$ cat src/rtl/pix_clk_ctrl.sv
// pix_clk_ctrl: programmable pixel-clock divider with tick enable, boundary-aligned divisor reload
// and graceful run/stop sequencing. Optional statistics counters under PIX_CLK_CTRL_STATS_EN.
module pix_clk_ctrl #(
  parameter int CNT_W   = 8,
  parameter int DEF_DIV = 4,
  parameter int MIN_DIV = 2
) (
  input  logic             sys_clk,
  input  logic             sys_rst_n,
  input  logic             run_req,
  input  logic             cfg_valid,
  input  logic [CNT_W-1:0] cfg_div,
  output logic             cfg_ready,
  output logic             cfg_err,
  output logic             tick,
  output logic             clk_div_out,
  output logic             active,
`ifdef PIX_CLK_CTRL_STATS_EN
  output logic [CNT_W-1:0] cur_div,
  output logic [15:0]      tick_cnt,
  output logic [7:0]       cfg_rej_cnt
`else
  output logic [CNT_W-1:0] cur_div
`endif
);
  localparam logic [1:0] IDLE  = 2'd0;
  localparam logic [1:0] RUN   = 2'd1;
  localparam logic [1:0] DRAIN = 2'd2;
  localparam logic [CNT_W-1:0] ONE = CNT_W'(1);
  localparam logic [CNT_W-1:0] DEF = CNT_W'(DEF_DIV);
  localparam logic [CNT_W-1:0] MIN = CNT_W'(MIN_DIV);

  logic [1:0]       state_q, state_d;
  logic [CNT_W-1:0] cnt_q, cnt_d;
  logic [CNT_W-1:0] cur_div_q, cur_div_d;
  logic [CNT_W-1:0] pend_div_q, pend_div_d;
  logic             pend_valid_q, pend_valid_d;
  logic             tick_q, tick_d;
  logic             clk_q, clk_d;
  logic             err_q, err_d;
  logic             idle, wrap, apply, acc, bad, run_d;

  // Next-state: the period counter wraps on cur_div-1, and the registered tick/clock are derived
  // from the next count so they line up with the cycle that count occupies.
  always_comb begin
    idle         = state_q == IDLE;
    wrap         = !idle && cnt_q == cur_div_q - ONE;
    state_d      = idle ? (run_req ? RUN : IDLE) : run_req ? RUN : wrap ? IDLE : DRAIN;
    run_d        = state_d != IDLE;
    cnt_d        = (idle || !run_d || wrap) ? '0 : cnt_q + ONE;
    apply        = pend_valid_q && (idle || wrap);
    cur_div_d    = apply ? pend_div_q : cur_div_q;
    acc          = cfg_valid && !pend_valid_q;
    bad          = cfg_div < MIN;
    pend_valid_d = (acc && !bad) ? 1'b1 : apply ? 1'b0 : pend_valid_q;
    pend_div_d   = (acc && !bad) ? cfg_div : pend_div_q;
    err_d        = acc && bad;
    tick_d       = run_d && cnt_d == cur_div_d - ONE;
    clk_d        = run_d && cnt_d >= (cur_div_d >> 1);
  end

  // Core state registers; reset drops any in-flight period and pending divisor.
  always_ff @(posedge sys_clk or negedge sys_rst_n) begin
    if (!sys_rst_n) begin
      state_q      <= IDLE;
      cnt_q        <= '0;
      cur_div_q    <= DEF;
      pend_div_q   <= '0;
      pend_valid_q <= 1'b0;
      tick_q       <= 1'b0;
      clk_q        <= 1'b0;
      err_q        <= 1'b0;
    end else begin
      state_q      <= state_d;
      cnt_q        <= cnt_d;
      cur_div_q    <= cur_div_d;
      pend_div_q   <= pend_div_d;
      pend_valid_q <= pend_valid_d;
      tick_q       <= tick_d;
      clk_q        <= clk_d;
      err_q        <= err_d;
    end
  end

  assign cfg_ready   = !pend_valid_q;
  assign cfg_err     = err_q;
  assign tick        = tick_q;
  assign clk_div_out = clk_q;
  assign active      = state_q != IDLE;
  assign cur_div     = cur_div_q;

`ifdef PIX_CLK_CTRL_STATS_EN
  logic [15:0] tick_cnt_q, tick_cnt_d;
  logic [7:0]  rej_cnt_q, rej_cnt_d;

  // Tick counter restarts on each run start; reject counter saturates.
  always_comb begin
    tick_cnt_d = (idle && state_d == RUN) ? 16'd0 : tick_q ? tick_cnt_q + 16'd1 : tick_cnt_q;
    rej_cnt_d  = (err_q && rej_cnt_q != 8'hFF) ? rej_cnt_q + 8'd1 : rej_cnt_q;
  end

  // Statistics registers.
  always_ff @(posedge sys_clk or negedge sys_rst_n) begin
    if (!sys_rst_n) begin
      tick_cnt_q <= '0;
      rej_cnt_q  <= '0;
    end else begin
      tick_cnt_q <= tick_cnt_d;
      rej_cnt_q  <= rej_cnt_d;
    end
  end

  assign tick_cnt    = tick_cnt_q;
  assign cfg_rej_cnt = rej_cnt_q;
`endif
endmodule

$ cat config.mk
export PLATFORM = sky130hd
export DESIGN_NAME = pix_clk_ctrl
export DESIGN_NICKNAME = d
export VERILOG_FILES = /design/src/rtl/pix_clk_ctrl.sv
export SDC_FILE = /design/constraint.sdc
export NUM_CORES = 1
export LEC_CHECK = 0
export CAP_MARGIN = 20
export CORE_ASPECT_RATIO = 0.9
export CORE_UTILIZATION = 55
export CTS_CLUSTER_SIZE = 24
export DETAILED_ROUTE_END_ITERATION = 10
export GPL_TIMING_DRIVEN = 0
export PLACE_DENSITY_LB_ADDON = 0.2
export SYNTH_ARGS = -nofsm -noshare
export SYNTH_HDL_FRONTEND = slang
export SYNTH_SLANG_ARGS = --single-unit
$ cat constraint.sdc
create_clock -name sys_clk -period 4.4 [get_ports sys_clk]
set_input_delay 0.44 -clock sys_clk [delete_from_list [all_inputs] [get_ports sys_clk]]
set_output_delay 0.44 -clock sys_clk [all_outputs]
set_load 0.01 [all_outputs]
Word-level counts from Yosys, hierarchy flattened
Cells that the tools add are included.
{"block": "classes", "add_sub_neg": 3, "order_cmp": 2, "n_eq_ne": 2, "mux": 8, "n_reduce_logical": 18}
{"cell": "8-bit equality test", "n": 2}
{"cell": "8-bit 2-to-1 mux", "n": 2}
{"cell": "8-bit by 1-bit subtractor with 8-bit output (second input constant)", "n": 2}
{"cell": "8-bit by 1-bit adder with 8-bit output (second input constant)", "n": 1}
{"cell": "8-bit by 7-bit >= comparator with 1-bit output", "n": 1}
{"cell": "8-bit by 2-bit less-than comparator with 1-bit output (second input constant)", "n": 1}
{"cell": "1-bit logical AND", "n": 7}
{"cell": "2-bit 2-to-1 mux", "n": 3}
{"cell": "2-bit nonzero test", "n": 3}
{"cell": "1-bit zero test", "n": 4}
{"cell": "1-bit logical OR", "n": 3}
{"cell": "1-bit 2-to-1 mux", "n": 3}
{"cell": "2-bit zero test", "n": 1}
{"block": "word_totals", "regBits": 30, "input_bits": 12, "out_inout_bits": 13, "word_cells": 41}

Depth between registers and ports, before layout
{"block": "logic_depth", "ltp_word": 13, "depth_mapped": 24, "mapped_depth_nobuf": 22}

Least setup slack after synthesis
No wires, ideal clock.
{"block": "synth_path", "path_type": "reg2reg", "start": "register cur_div_q[0] (netlist: cur_div[0])", "end": "register clk_q (netlist: clk_div_out)", "setup_ns": 0.126, "arrival_time_ns": 3.804, "t_required_ns": 4.274, "slack_ns": 0.470, "path_stages_with_launch": 25, "n_path_buf": 2, "synth_period_minus_slack_ns": 3.930, "cell_sequence": "dfrtp_1 -> buf_2 -> inv_1 -> ha_1 -> buf_2 -> or3_1 -> o211ai_1 -> nor2_1 -> a211oi_2 -> nor2_1 -> nor2_2 -> nor2_1 -> a21oi_1 -> inv_1 -> ha_1 -> nand2b_1 -> a21o_1 -> a21o_1 -> a21oi_1 -> nor2b_1 -> o21ai_0 -> nand2b_1 -> a21oi_1 -> a21o_1 -> o21ai_0"}
{"block": "synth_via", "word_cells_on_any_way": 16, "classes_between": "add/sub: 1; order compare: 1; eq/ne: 1; mux: 5; reduce/logical: 8"}
{"element": "start, declared", "line": "35", "source": "logic [CNT_W-1:0] cur_div_q, cur_div_d;"}
{"element": "start signal, assigned", "line": "76", "source": "cur_div_q <= cur_div_d;"}
{"element": "8-bit by 1-bit subtractor with 8-bit output", "line": "47", "source": "wrap = !idle && cnt_q == cur_div_q - ONE;"}
{"element": "8-bit equality test", "line": "47"}
{"element": "1-bit logical AND", "line": "47"}
{"element": "1-bit logical OR", "line": "51", "source": "apply = pend_valid_q && (idle || wrap);"}
{"element": "1-bit logical AND", "line": "51"}
{"element": "8-bit 2-to-1 mux", "line": "52", "source": "cur_div_d = apply ? pend_div_q : cur_div_q;"}
{"element": "net cur_div_d[1]", "line": "35"}
{"element": "8-bit by 7-bit >= comparator with 1-bit output", "line": "59", "source": "clk_d = run_d && cnt_d >= (cur_div_d >> 1);"}
{"element": "1-bit logical AND", "line": "59"}
{"element": "net clk_d", "line": "39", "source": "logic clk_q, clk_d;"}
{"element": "end signal, assigned", "line": "80", "source": "clk_q <= clk_d;"}
{"element": "end, declared", "line": "39"}
The timed path passes the listed nets, and every way through them passes these cells.
A chain may end at the register's enable or synchronous reset.

Worst setup path in the final report
Same ends and word-level chain as after synthesis.

==> flow_summary.json <==
{
  "power.density_nw_per_um2": 661,
  "hold_end": "cnt_q[0]",
  "numCtsBuffers": 5,
  "core_area_um2": 3480,
  "drive_gt1_frac": 0.166,
  "ys_async_sr_fraction": 1.00,
  "dpl_worst_slack_ps": -130,
  "dr.pass1.iters": 4,
  "clkLatencyLatePin_ps": 280,
  "cp_max_fo": 8,
  "synth_seq_cells": 30,
  "io_pins": 25,
  "grt-ovfl-total": 0,
  "portBuffers": 24,
  "syn_inst": 217,
  "start_kind": "flip-flop",
  "yosysWarnings": 0,
  "design.final.nets": 274,
  "cp_common_cell": "a21o_1",
  "worstMarginPinSlew_ps": 750,
  "synth_edf_count": 0,
  "avgSynthCellArea_um2": 9.51,
  "rsz0062_at_grt": "false",
  "hold_viol_final": 0,
  "antenna_found_initial": 0,
  "clk_pin_slew_ps": 60,
  "yosysTopAreaCell": "dfrtp_1",
  "crit_slowest_cell": "dfrtp_1",
  "endpoint_kind": "flip-flop",
  "postLayoutSetupSlackWorst_ps": 272,
  "hold_depth": 1,
  "grt_usage": 0.269,
  "min_from": "cnt_q[0]",
  "grt_max_degree": 18,
  "path_buf_inv": 5,
  "htreeDepth": 2,
  "cts-root-buf": "clkbuf_8",
  "die_w_um": 66.6,
  "finalMaxSlewViolations": 0,
  "grt_pass1_wl_um": 7620,
  "rows": 20,
  "cts_buffer_depth": 2,
  "drtIter0Drc": 72,
  "maxCapViolCount": 0,
  "arrival_ps": 4300,
  "final_common_cell": "dfrtp_1",
  "start_util": 0.594,
  "numClockSinks": 30,
  "grt_pass1_vias": 1562,
  "setup_violations": 0,
  "regToRegStartpoint": "cur_div[0]",
  "cts_hold_buf": 0,
  "synth.cell_area_um2": 2060,
  "synth_top_flop_cell": "dfrtp_1",
  "ant_nets": 0,
  "area_growth_pct": 21.4,
  "maxSlewHeadroom": 0.499,
  "reg2reg_to": "clk_div_out",
  "synth.top_cell.area_share": 0.352,
  "irDropWorstVdd_v": 0.000407,
  "drc": 0,
  "die_h_um": 60.1,
  "leakage_nw": 1.12,
  "finish.utilization": 0.721,
  "slowest_delay_ps": 330,
  "gp_congestion": 0.879,
  "seq_area_frac_synth": 0.364,
  "r2r_slack_ps": 270,
  "layout_common_cells": "29 x dfrtp_1, 24 x clkdlybuf4s50_1, 18 x inv_1, 18 x nor2_1, 14 x nor3_1",
  "wl_per_cell_um": 15.4,
  "synth_fp_nets": 239,
  "dpl.hpwl_um": 3500,
  "status": "completed",
  "min_period_ps": 4130,
  "crit_family": "compound AO/OA/AOI/OAI gates",
  "cts_tree": "yes",
  "cp_cell_sequence": "buf_2 > inv_1 > ha_1 > buf_2 > xnor2_1 > and4b_1 > a41oi_2 > a211oi_4 > nor2_2 > nor2_4 > buf_4 > a21oi_2 > inv_1 > ha_1 > nand2b_1 > a21o_1 > a21o_1 > a21oi_1 > nor2b_1 > o21ai_0 > nand2b_1 > a21oi_2 > a21o_1 > o21ai_0",
  "fin_crit_sh": 0.938,
  "fin_worst_skew_ps": 7.38,
  "critical_path_class": "reg2reg",
  "yosys-top-cells-area": "dfrtp_1 35%, ha_1 6.1%, xnor2_1 5.5%, mux2_2 4.4%, nor2_1 3.6%",
  "synth_cell_types": 48,
  "required_ps": 4570,
  "antenna_cells": 0,
  "holdCritPathClass": "reg2reg",
  "final.setup.tns_ps": 0,
  "die-area_um2": 4000,
  "reg2regPathDepth": 24,
  "fillers": 261,
  "routed_wl_um": 4580,
  "viasPerCell": 5.74,
  "fmax_mhz": 242,
  "vias": 1704
}
-- synth_stat cells, types with 3 or more instances --
master    count
a21o_1        5
a21oi_1      10
a31oi_1       3
and2_1        3
and3_1        5
dfrtp_1      29
ha_1         10
inv_1        18
mux2_2        8
mux2i_1       5
nand2_1       7
nand2b_1      6
nand3_1       4
nor2_1       20
nor3_1       14
nor4_1        3
o211ai_1      3
o21ai_0       9
xnor2_1      13
xor2_1        7
-- registers in the layout, summed over array words and instances, names as in the netlist --
name / flops
pend_div_q: 8
clk_div_out: 1
tick: 1
state_q: 2
cnt_q: 8
pend_valid_q: 1
cfg_err: 1
cur_div: 8
-- per-stage QoR --
stage	hold slack (ps)	total power, mW	std cells	cell area (um^2)
global placement	547	1.38	285	2360
detailed placement	553	1.41	286	2370
floorplan	144	1.14	217	2060
global route	583	1.78	297	2510
finish	568	1.66	297	2510
CTS	570	1.64	295	2470
-- worst max path at each step --
stage,start,end,slack [ps],cells after the start
after floorplan,cur_div[0],clk_div_out,470,24
after global placement,cur_div[0],clk_div_out,-60,24
after detailed placement,cur_div[0],clk_div_out,-130,24
after CTS,cur_div[0],clk_div_out,10,24
after global routing,cur_div[0],clk_div_out,10,24
final,cur_div[0],clk_div_out,270,24
-- timing repair --
action / in CTS / in global routing
setup buffers: 1 / 2
gates resized for setup: 2 / 5
setup endpoints to repair: 1 / 1
pin swaps: 1 / 2
-- area by class of cell --
class	instances	area [um^2]	area share
clock buffer	8	80.1	0.0320
buffer	8	55.1	0.0220
multi-input combinational	161	1220	0.486
timing repair buffer	28	278	0.111
sequential	30	752	0.300
inverter	18	67.6	0.0270
tap	44	55.1	0.0220
-- power breakdown --
| group | total (mW) | switching, mW | internal [mW] |
|---|---|---|---|
| clock network | 0.208 | 0.0959 | 0.112 |
| registers | 0.494 | 0.125 | 0.369 |
| logic | 0.955 | 0.504 | 0.451 |
| total | 1.66 | 0.725 | 0.931 |
-- routing by layer --
layer / vias up / routed length, um / track usage
met5: - / 0 / 0
met4: 0 / 109 / 0.134
met3: 12 / 221 / 0.0573
met2: 53 / 2120 / 0.395
met1: 806 / 2130 / 0.373
li1: 833 / - / -
-- logic make-up (layout without fill, tap and decap cells) --
group           Yosys count  after routing  synth area share
compound gates           40             40             0.144
xor+xnor                 20             20            0.0848
fa+ha+maj                10             10            0.0606
buf+inv                  26             62            0.0594
flops                    30             30             0.364
mux                      14             14            0.0788
simple gates             77             77             0.208
-- worst reg2reg max path: stages (launching register included) --
cell	delay (ps)
dfrtp_1	330
buf_2	190
inv_1	90
ha_1	190
buf_2	160
xnor2_1	130
and4b_1	180
a41oi_2	250
a211oi_4	120
nor2_2	260
nor2_4	90
buf_4	160
a21oi_2	170
inv_1	80
ha_1	260
nand2b_1	140
a21o_1	180
a21o_1	180
a21oi_1	160
nor2b_1	60
o21ai_0	190
nand2b_1	100
a21oi_2	170
a21o_1	120
o21ai_0	70
No activity file was read; power rests on OpenSTA's default activity.
